## src/rtl/xram_arb_if.sv

```systemverilog
// Bundle of requester-side and XRAM-side signals around the XRAM arbiter.
interface xram_arb_if #(
   parameter int unsigned NREQ = 3
);
   // requester side, flattened per requester
   logic [NREQ-1:0]    req_stb;
   logic [NREQ-1:0]    req_wr;
   logic [NREQ-1:0]    req_lock;
   logic [16*NREQ-1:0] req_addr;
   logic [8*NREQ-1:0]  req_data_out;
   logic [NREQ-1:0]    req_ack;
   logic [7:0]         req_data_in;
   // XRAM side
   logic [15:0]        xram_addr;
   logic [7:0]         xram_data_out;
   logic               xram_wr;
   logic               xram_stb;
   logic [7:0]         xram_data_in;
   logic               xram_ack;
   // status
   logic [NREQ-1:0]    grant;
   logic               timeout_err;
   logic [1:0]         err_req;

   // arbiter view
   modport slave (
      input  req_stb, req_wr, req_lock, req_addr, req_data_out, xram_data_in, xram_ack,
      output req_ack, req_data_in, xram_addr, xram_data_out, xram_wr, xram_stb,
             grant, timeout_err, err_req
   );

   // engines + XRAM view
   modport master (
      output req_stb, req_wr, req_lock, req_addr, req_data_out, xram_data_in, xram_ack,
      input  req_ack, req_data_in, xram_addr, xram_data_out, xram_wr, xram_stb,
             grant, timeout_err, err_req
   );
endinterface

```

## src/rtl/xram_arb.sv

```systemverilog
// Round-robin arbiter for the single XRAM port, with burst lock and ack watchdog.
module xram_arb #(
   parameter int unsigned NREQ      = 3,
   parameter int unsigned MAX_BURST = 16,
   parameter int unsigned TIMEOUT   = 255
) (
   input  logic      clk,
   input  logic      rst,
   xram_arb_if.slave bus
);
   localparam int unsigned PW = (NREQ > 1) ? $clog2(NREQ) : 1;
   localparam int unsigned BW = $clog2(MAX_BURST + 1);
   localparam int unsigned WW = (TIMEOUT > 0) ? $clog2(TIMEOUT + 1) : 1;

   typedef enum logic {IDLE, BUSY} state_t;

   state_t          state_q, state_d;
   logic [NREQ-1:0] grant_q, grant_d;
   logic [PW-1:0]   rr_ptr_q, rr_ptr_d;
   logic [BW-1:0]   burst_cnt_q, burst_cnt_d;
   logic [WW-1:0]   wdog_q, wdog_d;
   logic            timeout_err_q, timeout_err_d;
   logic [1:0]      err_req_q, err_req_d;

   logic [NREQ:0][15:0]   addr_acc;
   logic [NREQ:0][7:0]    dout_acc;
   logic [NREQ:0]         wr_acc;
   logic [NREQ:0][PW-1:0] gidx_acc;
   logic [PW-1:0]         g_idx_c;
   logic [PW-1:0]         next_ptr_c;
   logic                  stb_c;
   logic                  lock_c;

   // First set bit of reqs searching upward from ptr, modulo NREQ (rotate, isolate lowest, rotate back).
   function automatic logic [NREQ-1:0] rr_pick(input logic [NREQ-1:0] reqs,
                                               input logic [PW-1:0]   ptr);
      logic [2*NREQ-1:0] dbl;
      logic [NREQ-1:0]   rot;
      logic [NREQ-1:0]   low;
      dbl = {reqs, reqs} >> ptr;
      rot = dbl[NREQ-1:0];
      low = rot & (~rot + NREQ'(1));
      dbl = {low, low} << ptr;
      return dbl[2*NREQ-1:NREQ];
   endfunction

   // One-hot grant steers the granted requester onto the XRAM bus and yields its index.
   assign addr_acc[0] = '0;
   assign dout_acc[0] = '0;
   assign wr_acc[0]   = 1'b0;
   assign gidx_acc[0] = '0;
   for (genvar i = 0; i < NREQ; i++) begin : g_mux
      assign addr_acc[i+1] = addr_acc[i] | (grant_q[i] ? bus.req_addr[16*i +: 16] : 16'h0);
      assign dout_acc[i+1] = dout_acc[i] | (grant_q[i] ? bus.req_data_out[8*i +: 8] : 8'h0);
      assign wr_acc[i+1]   = wr_acc[i] | (grant_q[i] & bus.req_wr[i]);
      assign gidx_acc[i+1] = gidx_acc[i] | (grant_q[i] ? PW'(i) : PW'(0));
   end

   assign g_idx_c    = gidx_acc[NREQ];
   assign next_ptr_c = (32'(g_idx_c) == NREQ - 1) ? PW'(0) : g_idx_c + PW'(1);
   assign stb_c      = |(grant_q & bus.req_stb);
   assign lock_c     = |(grant_q & bus.req_lock);

   assign bus.xram_addr     = addr_acc[NREQ];
   assign bus.xram_data_out = dout_acc[NREQ];
   assign bus.xram_wr       = wr_acc[NREQ];
   assign bus.xram_stb      = stb_c;
   assign bus.req_ack       = grant_q & {NREQ{bus.xram_ack & stb_c}};
   assign bus.req_data_in   = bus.xram_data_in;
   assign bus.grant         = grant_q;
   assign bus.timeout_err   = timeout_err_q;
   assign bus.err_req       = err_req_q;

   // Next-state: arbitration, burst lock, release/rearbitration, abandon and watchdog.
   always_comb begin
      state_d       = state_q;
      grant_d       = grant_q;
      rr_ptr_d      = rr_ptr_q;
      burst_cnt_d   = burst_cnt_q;
      wdog_d        = wdog_q;
      timeout_err_d = timeout_err_q;
      err_req_d     = err_req_q;
      case (state_q)
         IDLE: begin
            burst_cnt_d = '0;
            wdog_d      = '0;
            if (|bus.req_stb) begin
               grant_d = rr_pick(bus.req_stb, rr_ptr_q);
               state_d = BUSY;
            end
         end
         BUSY: begin
            if (stb_c && bus.xram_ack) begin
               wdog_d = '0;
               if (lock_c && (32'(burst_cnt_q) + 32'd1 < MAX_BURST)) begin
                  burst_cnt_d = burst_cnt_q + BW'(1);
               end else begin
                  // release: the just-acked strobe is excluded so others win first
                  rr_ptr_d    = next_ptr_c;
                  burst_cnt_d = '0;
                  grant_d     = rr_pick(bus.req_stb & ~grant_q, next_ptr_c);
                  state_d     = (|(bus.req_stb & ~grant_q)) ? BUSY : IDLE;
               end
            end else if (!stb_c) begin
               // granted requester abandoned its transfer
               rr_ptr_d    = next_ptr_c;
               grant_d     = '0;
               burst_cnt_d = '0;
               wdog_d      = '0;
               state_d     = IDLE;
            end else if (32'(wdog_q) == TIMEOUT) begin
               timeout_err_d = 1'b1;
               err_req_d     = 2'(g_idx_c);
               rr_ptr_d      = next_ptr_c;
               grant_d       = '0;
               burst_cnt_d   = '0;
               wdog_d        = '0;
               state_d       = IDLE;
            end else begin
               wdog_d = wdog_q + WW'(1);
            end
         end
         default: begin
            state_d = IDLE;
            grant_d = '0;
         end
      endcase
   end

   // State register with synchronous reset.
   always_ff @(posedge clk) begin
      if (rst) begin
         state_q       <= IDLE;
         grant_q       <= '0;
         rr_ptr_q      <= '0;
         burst_cnt_q   <= '0;
         wdog_q        <= '0;
         timeout_err_q <= 1'b0;
         err_req_q     <= 2'd0;
      end else begin
         state_q       <= state_d;
         grant_q       <= grant_d;
         rr_ptr_q      <= rr_ptr_d;
         burst_cnt_q   <= burst_cnt_d;
         wdog_q        <= wdog_d;
         timeout_err_q <= timeout_err_d;
         err_req_q     <= err_req_d;
      end
   end
endmodule

```

## src/flat_wrapper.sv

```systemverilog
// flat-port wrapper written by rule: the top's interface ports become plain ports
module xram_arb_flat 
#(
   parameter int unsigned NREQ      = 3,
   parameter int unsigned MAX_BURST = 16,
   parameter int unsigned TIMEOUT   = 255
)
  (clk, rst, bus_req_stb, bus_req_wr, bus_req_lock, bus_req_addr, bus_req_data_out, bus_xram_data_in, bus_xram_ack, bus_req_ack, bus_req_data_in, bus_xram_addr, bus_xram_data_out, bus_xram_wr, bus_xram_stb, bus_grant, bus_timeout_err, bus_err_req);
  xram_arb_if #(.NREQ(NREQ)) bus_i ();
  input  logic clk;
  input  logic rst;
  input wire logic [$bits(bus_i.req_stb)-1:0] bus_req_stb;
  input wire logic [$bits(bus_i.req_wr)-1:0] bus_req_wr;
  input wire logic [$bits(bus_i.req_lock)-1:0] bus_req_lock;
  input wire logic [$bits(bus_i.req_addr)-1:0] bus_req_addr;
  input wire logic [$bits(bus_i.req_data_out)-1:0] bus_req_data_out;
  input wire logic [$bits(bus_i.xram_data_in)-1:0] bus_xram_data_in;
  input wire logic [$bits(bus_i.xram_ack)-1:0] bus_xram_ack;
  output wire logic [$bits(bus_i.req_ack)-1:0] bus_req_ack;
  output wire logic [$bits(bus_i.req_data_in)-1:0] bus_req_data_in;
  output wire logic [$bits(bus_i.xram_addr)-1:0] bus_xram_addr;
  output wire logic [$bits(bus_i.xram_data_out)-1:0] bus_xram_data_out;
  output wire logic [$bits(bus_i.xram_wr)-1:0] bus_xram_wr;
  output wire logic [$bits(bus_i.xram_stb)-1:0] bus_xram_stb;
  output wire logic [$bits(bus_i.grant)-1:0] bus_grant;
  output wire logic [$bits(bus_i.timeout_err)-1:0] bus_timeout_err;
  output wire logic [$bits(bus_i.err_req)-1:0] bus_err_req;
  assign bus_i.req_stb = bus_req_stb;
  assign bus_i.req_wr = bus_req_wr;
  assign bus_i.req_lock = bus_req_lock;
  assign bus_i.req_addr = bus_req_addr;
  assign bus_i.req_data_out = bus_req_data_out;
  assign bus_i.xram_data_in = bus_xram_data_in;
  assign bus_i.xram_ack = bus_xram_ack;
  assign bus_req_ack = bus_i.req_ack;
  assign bus_req_data_in = bus_i.req_data_in;
  assign bus_xram_addr = bus_i.xram_addr;
  assign bus_xram_data_out = bus_i.xram_data_out;
  assign bus_xram_wr = bus_i.xram_wr;
  assign bus_xram_stb = bus_i.xram_stb;
  assign bus_grant = bus_i.grant;
  assign bus_timeout_err = bus_i.timeout_err;
  assign bus_err_req = bus_i.err_req;
  xram_arb #(.NREQ(NREQ), .MAX_BURST(MAX_BURST), .TIMEOUT(TIMEOUT)) u_core (.clk(clk), .rst(rst), .bus(bus_i));
endmodule
```

## config.mk

```make
export PLATFORM = sky130hd
export DESIGN_NAME = xram_arb_flat
export DESIGN_NICKNAME = d
export VERILOG_FILES = /design/src/rtl/xram_arb_if.sv /design/src/rtl/xram_arb.sv /design/src/flat_wrapper.sv
export SDC_FILE = /design/constraint.sdc
export NUM_CORES = 1
export LEC_CHECK = 0
export ABC_AREA = 1
export ABC_CLOCK_PERIOD_IN_PS = 2150
export CORE_ASPECT_RATIO = 1.25
export CORE_MARGIN = 2
export CORE_UTILIZATION = 38
export CTS_BUF_LIST = sky130_fd_sc_hd__clkbuf_16
export CTS_CLUSTER_DIAMETER = 150
export DETAILED_ROUTE_END_ITERATION = 6
export GPL_ROUTABILITY_DRIVEN = 0
export PLACE_DENSITY = 0.87
export SETUP_SLACK_MARGIN = 0.4
export SYNTH_ARGS = -nofsm -noshare
export SYNTH_HDL_FRONTEND = slang
export SYNTH_SLANG_ARGS = --single-unit
```

## constraint.sdc

```tcl
create_clock -name clk -period 2.15 [get_ports clk]
set_input_delay 0.43 -clock clk [delete_from_list [all_inputs] [get_ports clk]]
set_output_delay 0.43 -clock clk [all_outputs]
set_load 0.01 [all_outputs]
```

* Word-level counts from Yosys, hierarchy flattened
Index checks and enable logic that the tools add are counted.
Operators by class: $add $sub $neg 6, $lt $le $gt $ge 1, eq/ne operators 7, shifts and indexed selects 4, multiplexer cells 35, bitwise gates (word level) 22, reductions and logical operators 9
Operators by type and width (count):
- two-way mux 16 bit | 3
- two-way mux 8 bit | 6
- < comparator 32 x 5 -> 1 bit, second input constant | 1
- OR 16 bit | 2
- two-way mux 5 bit | 4
- AND 3 bit | 6
- OR 8 bit | 2
- one-hot mux 8 bit (2 select lines) | 1
- two-way mux 3 bit | 5
- two-way mux 2 bit | 6
- OR reduction 3 bit | 4
- left shift 6 x 2 -> 6 bit | 2
- right shift 6 x 2 -> 3 bit | 2
- one-hot mux 5 bit (2 select lines) | 1
- inverter 3 bit | 3
- adder 8 x 1 -> 8 bit, second input constant | 1
- == test 8 bit, second input constant | 1
- two-way mux 1 bit | 7
- adder 3 x 1 -> 3 bit, second input constant | 2
- adder 5 x 1 -> 6 bit, second input constant | 1
- inequality test 3 bit, second input constant | 2
- one-hot mux 3 bit (2 select lines) | 1
- AND reduction 3 bit | 2
- adder 5 x 1 -> 5 bit, second input constant | 1
- 12 further kinds | 18
Word-level totals: flip-flop bits (word level) 22, input port bits 92, output and inout bits 43, logic and storage cells 91

* Logic depth before layout (Yosys ltp)
Gate-level depths: netlist of the first run.
word-level depth 12, mapped depth 13, depth with buffers taken out 12

* Least setup slack after synthesis of the first run
OpenSTA, ideal clock, no wires.
path kind flip-flop to output port, from register u_core.grant_q[1], in the netlist u_core.bus.grant[1], to output bus_xram_addr[0], arrival 1.144 ns, data required time 1.720 ns, path slack 0.576 ns, cell stages (with the launch flop) 5, buffers on the path 2, cells stage by stage dfxtp_1 buf_2 buf_1 nand2_1 nand3_1
On the way: cells in the longest elaborated chain, start to end 3
Ends and longest elaborated chain:
- from (decl) | RTL line xram_arb.sv:18 | logic [NREQ-1:0] grant_q, grant_d;
- from (signal assigned) | RTL line xram_arb.sv:142 | grant_q <= grant_d;
- two-way mux 16 bit | RTL line xram_arb.sv:53 | assign addr_acc[i+1] = addr_acc[i] | (grant_q[i] ? bus.req_addr[16*i +: 16] : 16'h0);
- OR 16 bit (2 in series) | RTL line xram_arb.sv:53
- to (decl) | RTL line flat_wrapper.sv:21 | output wire logic [$bits(bus_i.xram_addr)-1:0] bus_xram_addr;
Every way passes these cells.

* Worst setup path in the final report of the first run
from input bus_req_data_out[7], to output bus_xram_data_out[7]
On the way: cells in the longest elaborated chain, start to end 3
Ends and longest elaborated chain:
- from (decl) | RTL line flat_wrapper.sv:16 | input wire logic [$bits(bus_i.req_data_out)-1:0] bus_req_data_out;
- two-way mux 8 bit | RTL line xram_arb.sv:54 | assign dout_acc[i+1] = dout_acc[i] | (grant_q[i] ? bus.req_data_out[8*i +: 8] : 8'h0);
- OR 8 bit (2 in series) | RTL line xram_arb.sv:54
- to (decl) | RTL line flat_wrapper.sv:22 | output wire logic [$bits(bus_i.xram_data_out)-1:0] bus_xram_data_out;
Every way passes these cells.

==> results.tsv, run 1 <==
metric	value	unit
CTS H-tree lvls	1	
Worst Path Arrival	1.29	ns
Worst-Margin Slew	0.2890	ns
post-synth top area cell	nand2_1	
CORE AREA	4800	sq um
Root Buffer Master	clkbuf_16	
Net Count, Synth	426	
antenna cell count	0	
clock-pin slew on the worst setup and hold paths	0.06	ns
hold buffer count at cts	0	
Async SR Flop Fraction	0	
# DRC	0	
final WL	7.366	mm
Syn-to-layout area delta	72.88	%
Die X-Extent	67.34	microns
flops & latches, synth	22	
Worst path slowest cell	clkdlybuf4s50_1	
global-route wire length before repair	11.49	mm
Final Slew Violations	0	
Reg power frac	0.225	
setup_tns	0	ns
Static Leak	1.476	nW
status	finished clean	
Startpoint Class	primary input	
P_sw	0.8968	mW
Syn Area/Cell	5.740	sq um
IO Count	135	
Setup CP Type	in2out	
Synth top cells by count	128 x nand2_1, 50 x nand3_1, 36 x nor2_1	
FILL cells	395	
WL/cell	14.47	microns
GRT Overall Usage	0.2650	
sequential area share after synthesis	0.2311	
Worst-Skew Late Latency	0.26	ns
Area contributors post-synth	nand2_1 25%, dfxtp_1 23%, nand3_1 13%	
synthesized cell area	1906	sq um
Num CTS Buffers	3	
worst-path fanout max	1	
routed vias/inst	5.306	
vias in the first global route	2591	
total gr overflow	0	
Synth Instances	332	
crit-path cells	clkdlybuf4s50_1 > nand2_1 > nand3_1 > dlygate4sd2_1	
Gate power share	0.546	
drt pass-1 iters	6	
Hold Path Class	reg2reg	
Worst Skew	0.004151	ns
antenna violations before repair	0	
Tmin final	1.717	ns
Crit path buffers/inverters	2	
Post-synth EDFFs	0	
vias post-DR	2701	
maximum buffer depth of the clock tree	2	
largest net degree at the start of global routing	26	
layout cell share with drive strength beyond 1	0.1448	
Sw Share	0.3920	
row count	28	
top_reg_cell synth	dfxtp_1	
HPWL Detailed	5.743	mm
Worst setup EP type	output pin	
Nets	544	
Fin. Hold Viols	0	
Max Fclk	0.5823	GHz
flop2flop setup slack	0.51	ns
worst-case vdd ir drop	0.3787	mV
most frequent cell after synthesis	nand2_1	
height of the die	83.18	microns
YS warnings	0	
CTS Sinks	22	
Pint	1.391	mW
Final Cycle Share	0.7988	
design area	3294	sq um
Slew headroom	0.8061	
final setup vio count	0	
Req. time, crit path	1.72	ns
initial drt markers	203	
clock power share	0.230	
die area	5601	sq um
Initial Utilization	0.3970	
Power Dens Cells	694.4	nW/um^2
RSZ-0062 raised after global routing	no	
cell family with most CP delay	buffers and inverters	
max incr delay on CP	0.46	ns
port buffer count	118	
Placed Area	3164	sq um
top-area cell type share of the netlist area	0.2521	
Final ANT Viol Nets	0	
CTS tree	done	
max_cap viols	0	
Cell variety after synth	33	
-- kinds of logic after synthesis --
group / after synthesis / share of synthesized area
AOI/OAI and AO/OA: 20 / 0.06106
xor gates and xnor gates: 5 / 0.02299
adders and majority gates: 2 / 0.01313
buffers and inverters: 44 / 0.1083
DFF: 22 / 0.2311
and+or+nand+nor: 239 / 0.5634
-- final cells by class --
class / count / area [sq um] / area share
clock inverter: 1 / 30.03 / 0.009115
timing repair buffer: 132 / 1271 / 0.3859
tap: 60 / 75.07 / 0.02279
sequential: 22 / 451.7 / 0.1371
clock buffer: 3 / 75.07 / 0.02279
inverter: 25 / 100.1 / 0.03038
multi-input combinational: 266 / 1291 / 0.3919
-- cells in the final DEF (no fill, tap or decap), types with 3 or more instances in the layout --
cell type,count
buf_2,7
o21ai_0,4
nand2_1,124
xor2_1,3
clkdlybuf4s50_1,83
clkbuf_16,3
dfxtp_1,17
a21oi_1,7
nor2_1,33
dlymetal6s2s_1,4
clkdlybuf4s15_1,9
nand3_1,49
nor3_1,8
nand3_2,3
nand2_2,6
o21ai_1,3
dlygate4sd2_1,5
a211oi_1,3
nand4_1,4
inv_2,4
buf_4,8
inv_1,18
nor2_4,3
clkbuf_2,9
dfxtp_2,3
-- per-layer routing --
layer / vias up / GRT usage / share of wire
met3: 33 / 0.06775 / 0.095
met5: - / 0 / 0
li1: 1301 / - / -
met2: 171 / 0.4707 / 0.52
met4: 0 / 0.1113 / 0.036
met1: 1196 / 0.2861 / 0.34
-- power by group through the flow --
stage / sequential [mW] / clock (mW) / combinational [mW]
after detailed placement: 0.501 / 0 / 1.29
after global routing: 0.517 / 0.549 / 1.35
after floorplan: 0.475 / 0 / 0.648
after global placement: 0.501 / 0 / 1.27
after CTS: 0.505 / 0.530 / 1.26
final: 0.514 / 0.526 / 1.25
-- what timing repair did --
item                                    in CTS  in global routing
gates cloned                                 1                  0
pin swaps                                    1                  3
endpoints found under the setup margin      38                 39
gates resized for setup                     69                 45
setup buffers                                0                  1
-- flip-flops by register name (all words and copies together), names as in the netlist --
signal,count
u_core.state_q,1
u_core.bus.timeout_err,1
u_core.wdog_q,8
u_core.rr_ptr_q,2
u_core.bus.grant,3
u_core.burst_cnt_q,5
u_core.bus.err_req,2
-- worst paths after layout --
check	from	end	cells past startpoint
min	u_core.wdog_q[0]	u_core.wdog_q[0]	1
max	bus_req_data_out[7]	bus_xram_data_out[7]	4
max reg2reg	u_core.bus.grant[2]	u_core.bus.grant[0]	13
min reg2reg	u_core.wdog_q[0]	u_core.wdog_q[0]	1
-- stage by stage --
step           utilization  setup WS (ns)  hold WS [ns]  power, mW  instances
2_1_floorplan            -         0.5763        0.4179      1.122        332
3_3_place_gp        0.6593        -0.1104        0.4273      1.776        503
3_5_place_dp        0.6593        -0.1292        0.4374      1.793        503
4_1_cts             0.6882         0.1630        0.4512      2.296        508
5_1_grt             0.6864         0.3922        0.4812      2.417        509
6_report            0.6864         0.4326        0.4510      2.288        509
-- worst register-to-register path: cells and delay by family (launching register included) --
kind                   cells  cell delay [ns]
buffers and inverters      4             0.42
flip-flops                 1             0.41
AND/OR/NAND/NOR            9             0.71
No activity file was read; power rests on OpenSTA's default activity.
==> run 2, diff against run 1 <==
--- a/config.mk
+++ b/config.mk
@@ -6,15 +6,15 @@
 export NUM_CORES = 1
 export LEC_CHECK = 0
 export ABC_AREA = 1
-export ABC_CLOCK_PERIOD_IN_PS = 2150
+export ABC_CLOCK_PERIOD_IN_PS = 1500
 export CORE_ASPECT_RATIO = 1.25
 export CORE_MARGIN = 2
-export CORE_UTILIZATION = 38
+export CORE_UTILIZATION = 32
 export CTS_BUF_LIST = sky130_fd_sc_hd__clkbuf_16
 export CTS_CLUSTER_DIAMETER = 150
 export DETAILED_ROUTE_END_ITERATION = 6
 export GPL_ROUTABILITY_DRIVEN = 0
-export PLACE_DENSITY = 0.87
+export PLACE_DENSITY = 0.78
 export SETUP_SLACK_MARGIN = 0.4
 export SYNTH_ARGS = -nofsm -noshare
 export SYNTH_HDL_FRONTEND = slang
==> constraint.sdc (replaced) <==
create_clock -name clk -period 1.5 [get_ports clk]
set_input_delay 0.3 -clock clk [delete_from_list [all_inputs] [get_ports clk]]
set_output_delay 0.3 -clock clk [all_outputs]
set_load 0.01 [all_outputs]
==> run 2 against run 1 <==
  * The run now ends with setup timing left
  * Via count grew 12%
  * Register-to-register slack got worse by 0.66 ns
  * Routed wire length rose by 46%
  * Utilization increased by 7.5 points
  * Sequential share of layout area down 3.2 points
  * Count of clock-buffer cells in the layout unchanged
  * Cell count grew 11%
  * Cell area is 34% higher
==> results.tsv, run 2 (synthesized netlist as in run 1, its figures left out) <==
metric	value	unit	change
drt pass-1 iters	4		was 6
CORE AREA	5779	sq um	was 4800 sq um
row count	31		was 28
die area	6592	sq um	was 5601 sq um
DP Worst Slack	-0.5670	ns	was -0.1292 ns
Worst path slowest cell	dfxtp_4		was clkdlybuf4s50_1
Hold Path Class	reg2reg		unchanged
Syn-to-layout area delta	130.9	%	was 72.88%
Req. time, crit path	1.69	ns	was 1.72 ns
Critical R2R Launch	u_core.bus.grant[2]		unchanged
Slew headroom	0.7809		was 0.8061
RSZ-0062 raised after global routing	yes		was no
Placed Area	3405	sq um	was 3164 sq um
CTS Sinks	22		unchanged
clock-pin slew on the worst setup and hold paths	0.06	ns	about the same
final setup vio count	32		was 0
most frequent CP cell	buf_6		
Biggest register	u_core.wdog_q		unchanged
Final ANT Viol Nets	0		unchanged
IO Count	135		unchanged
CTS H-tree lvls	1		unchanged
Post-Layout Cell Count	566		was 509
CTS tree	done		unchanged
HPWL Detailed	5.537	mm	was 5.743 mm
vias in the first global route	2623		was 2591
flop2flop setup slack	-0.15	ns	was 0.51 ns
Worst Skew	0.007033	ns	was 0.004151 ns
Fin. Hold Viols	0		unchanged
Gate power share	0.707		was 0.546
Final Slew Violations	0		unchanged
worst r2r path cells	10		was 13
Tmin final	1.655	ns	
Worst setup EP type	flop		was output pin
final WL	10.77	mm	was 7.366 mm
Worst-Margin Slew	0.3287	ns	was 0.2890 ns
crit-path cells	nand2_4 > nand3_4 > nand2_8 > buf_6 > nor2_4 > buf_6 > nand3_2 > nor2_2 > nor3_2 > nor2_1		was clkdlybuf4s50_1 > nand2_1 > nand3_1 > dlygate4sd2_1
DP Cell Count	525		was 503
Nets	593		was 544
worst-case vdd ir drop	0.5555	mV	was 0.3787 mV
global-route wire length before repair	12.24	mm	was 11.49 mm
Worst Path Arrival	1.84	ns	was 1.29 ns
vias post-DR	3026		was 2701
max_cap viols	0		unchanged
FF/Latch Area	460.4	sq um	was 451.7 sq um
port buffer count	118		unchanged
Reg2Reg Capture Point	u_core.bus.grant[1]		was u_core.bus.grant[0]
# DRC	0		unchanged
max reg flops	8		unchanged
Final Cycle Share	1.103		
Num CTS Buffers	3		unchanged
largest net degree at the start of global routing	23		was 26
Hold Slack	0.4385	ns	was 0.4510 ns
Sw Share	0.4084		was 0.3920
Power Dens Cells	997.8	nW/um^2	was 694.4 nW/um^2
Root Buffer Master	clkbuf_16		unchanged
Worst-Skew Late Latency	0.26	ns	about the same
maximum buffer depth of the clock tree	2		unchanged
P_sw	1.793	mW	was 0.8968 mW
design area	4399	sq um	was 3294 sq um
Pint	2.597	mW	was 1.391 mW
worst-path fanout max	4		was 1
routed vias/inst	5.346		was 5.306
Startpoint Class	flop		was primary input
antenna violations before repair	1		was 0
status	finished, violations left		was finished clean
CP endpoint	u_core.bus.grant[1]		was bus_xram_data_out[7]
clock power share	0.131		was 0.230
max incr delay on CP	0.43	ns	was 0.46 ns
Reg power frac	0.162		was 0.225
failing checks	setup timing		
height of the die	90.28	microns	was 83.18 microns
Setup CP Type	reg2reg		was in2out
Die X-Extent	73.02	microns	was 67.34 microns
FILL cells	358		was 395
Max Fclk	0.6043	GHz	
total gr overflow	0		unchanged
Tot Pwr	4.389	mW	was 2.288 mW
WL/cell	19.02	microns	was 14.47 microns
initial drt markers	174		was 203
GRT Overall Usage	0.2295		was 0.2650
final worst slack	-0.1549	ns	was 0.4326 ns
Setup crit start	u_core.bus.grant[2]		was bus_req_data_out[7]
most common cell after layout, fill and taps aside	clkdlybuf4s50_1		was nand2_1
layout cell share with drive strength beyond 1	0.4618		was 0.1448
Multi-input gate area	1808	sq um	was 1291 sq um
commonest non-fill, non-tap cells in the layout	79 x clkdlybuf4s50_1, 75 x nand2_1, 44 x buf_6, 34 x buf_4, 30 x nand2_2		was 124 x nand2_1, 83 x clkdlybuf4s50_1, 49 x nand3_1, 33 x nor2_1, 18 x inv_1
Static Leak	2.110	nW	was 1.476 nW
Initial Utilization	0.3297		was 0.3970
run 2: cell count changes in the layout (fill, tap and decap cells not counted), sizes merged, moves of 2 or more:
cell	delta
dlymetal6s2s	-4
clkdlybuf4s15	-10
buf	+74
clkbuf	-7
diode	+2
clkdlybuf4s50	-4
run 2: worst max-delay path, delay by kind of cell, from the launching register on:
family | cells | cell delay, ns
and+or+nand+nor | 8 | 0.87
DFF | 1 | 0.43
buffers and inverters | 2 | 0.28
run 2: timing repair:
action / CTS / global route
buffers inserted: 15 / 12
endpoints found under the setup margin: 57 / 55
hold buffers: 0 / 0
gates cloned: 6 / 2
pin swaps: 19 / 11
gates resized for setup: 208 / 119
run 2: worst min-delay path by stage:
stage | end | slack (ns) | depth (start not counted) | startpoint
3_5_place_dp | u_core.wdog_q[0] | 0.44 | 1 | u_core.wdog_q[0]
6_report | u_core.wdog_q[0] | 0.44 | 1 | u_core.wdog_q[0]
5_1_grt | u_core.wdog_q[0] | 0.45 | 1 | u_core.wdog_q[0]
4_1_cts | u_core.wdog_q[0] | 0.44 | 1 | u_core.wdog_q[0]
2_1_floorplan | u_core.burst_cnt_q[1] | 0.36 | 1 | rst
3_3_place_gp | u_core.wdog_q[0] | 0.43 | 1 | u_core.wdog_q[0]
run 2: layout make-up:
type	instances	area share
multi-input combinational	267	0.4110
sequential	22	0.1047
clock buffer	3	0.01706
inverter	25	0.02332
antenna	2	0.001138
tap	66	0.01877
clock inverter	1	0.0008532
timing repair buffer	180	0.4232
run 2: per-stage QoR:
step                setup TNS, ns    util
CTS                      -0.02259  0.6592
floorplan                       0       -
global route               -2.414  0.7608
finish                     -1.311  0.7612
global placement           -12.48  0.5891
detailed placement         -13.39  0.5891
run 2: power groups by stage:
stage | Combinational (mW) | Clock, mW | Sequential (mW)
after global routing | 3.27 | 0.605 | 0.712
after global placement | 1.99 | 0 | 0.679
after CTS | 2.33 | 0.564 | 0.712
after floorplan | 1.01 | 0 | 0.690
after detailed placement | 2.02 | 0 | 0.680
final | 3.10 | 0.575 | 0.713
run 2: layer usage:
| layer | global-route usage | vias to the layer above | part of all wire |
|---|---|---|---|
| li1 | - | 1405 | - |
| met1 | 0.2541 | 1410 | 0.34 |
| met2 | 0.4444 | 166 | 0.54 |
| met3 | 0.03460 | 45 | 0.069 |
| met4 | 0.04321 | 0 | 0.050 |
| met5 | 0 | - | 0 |
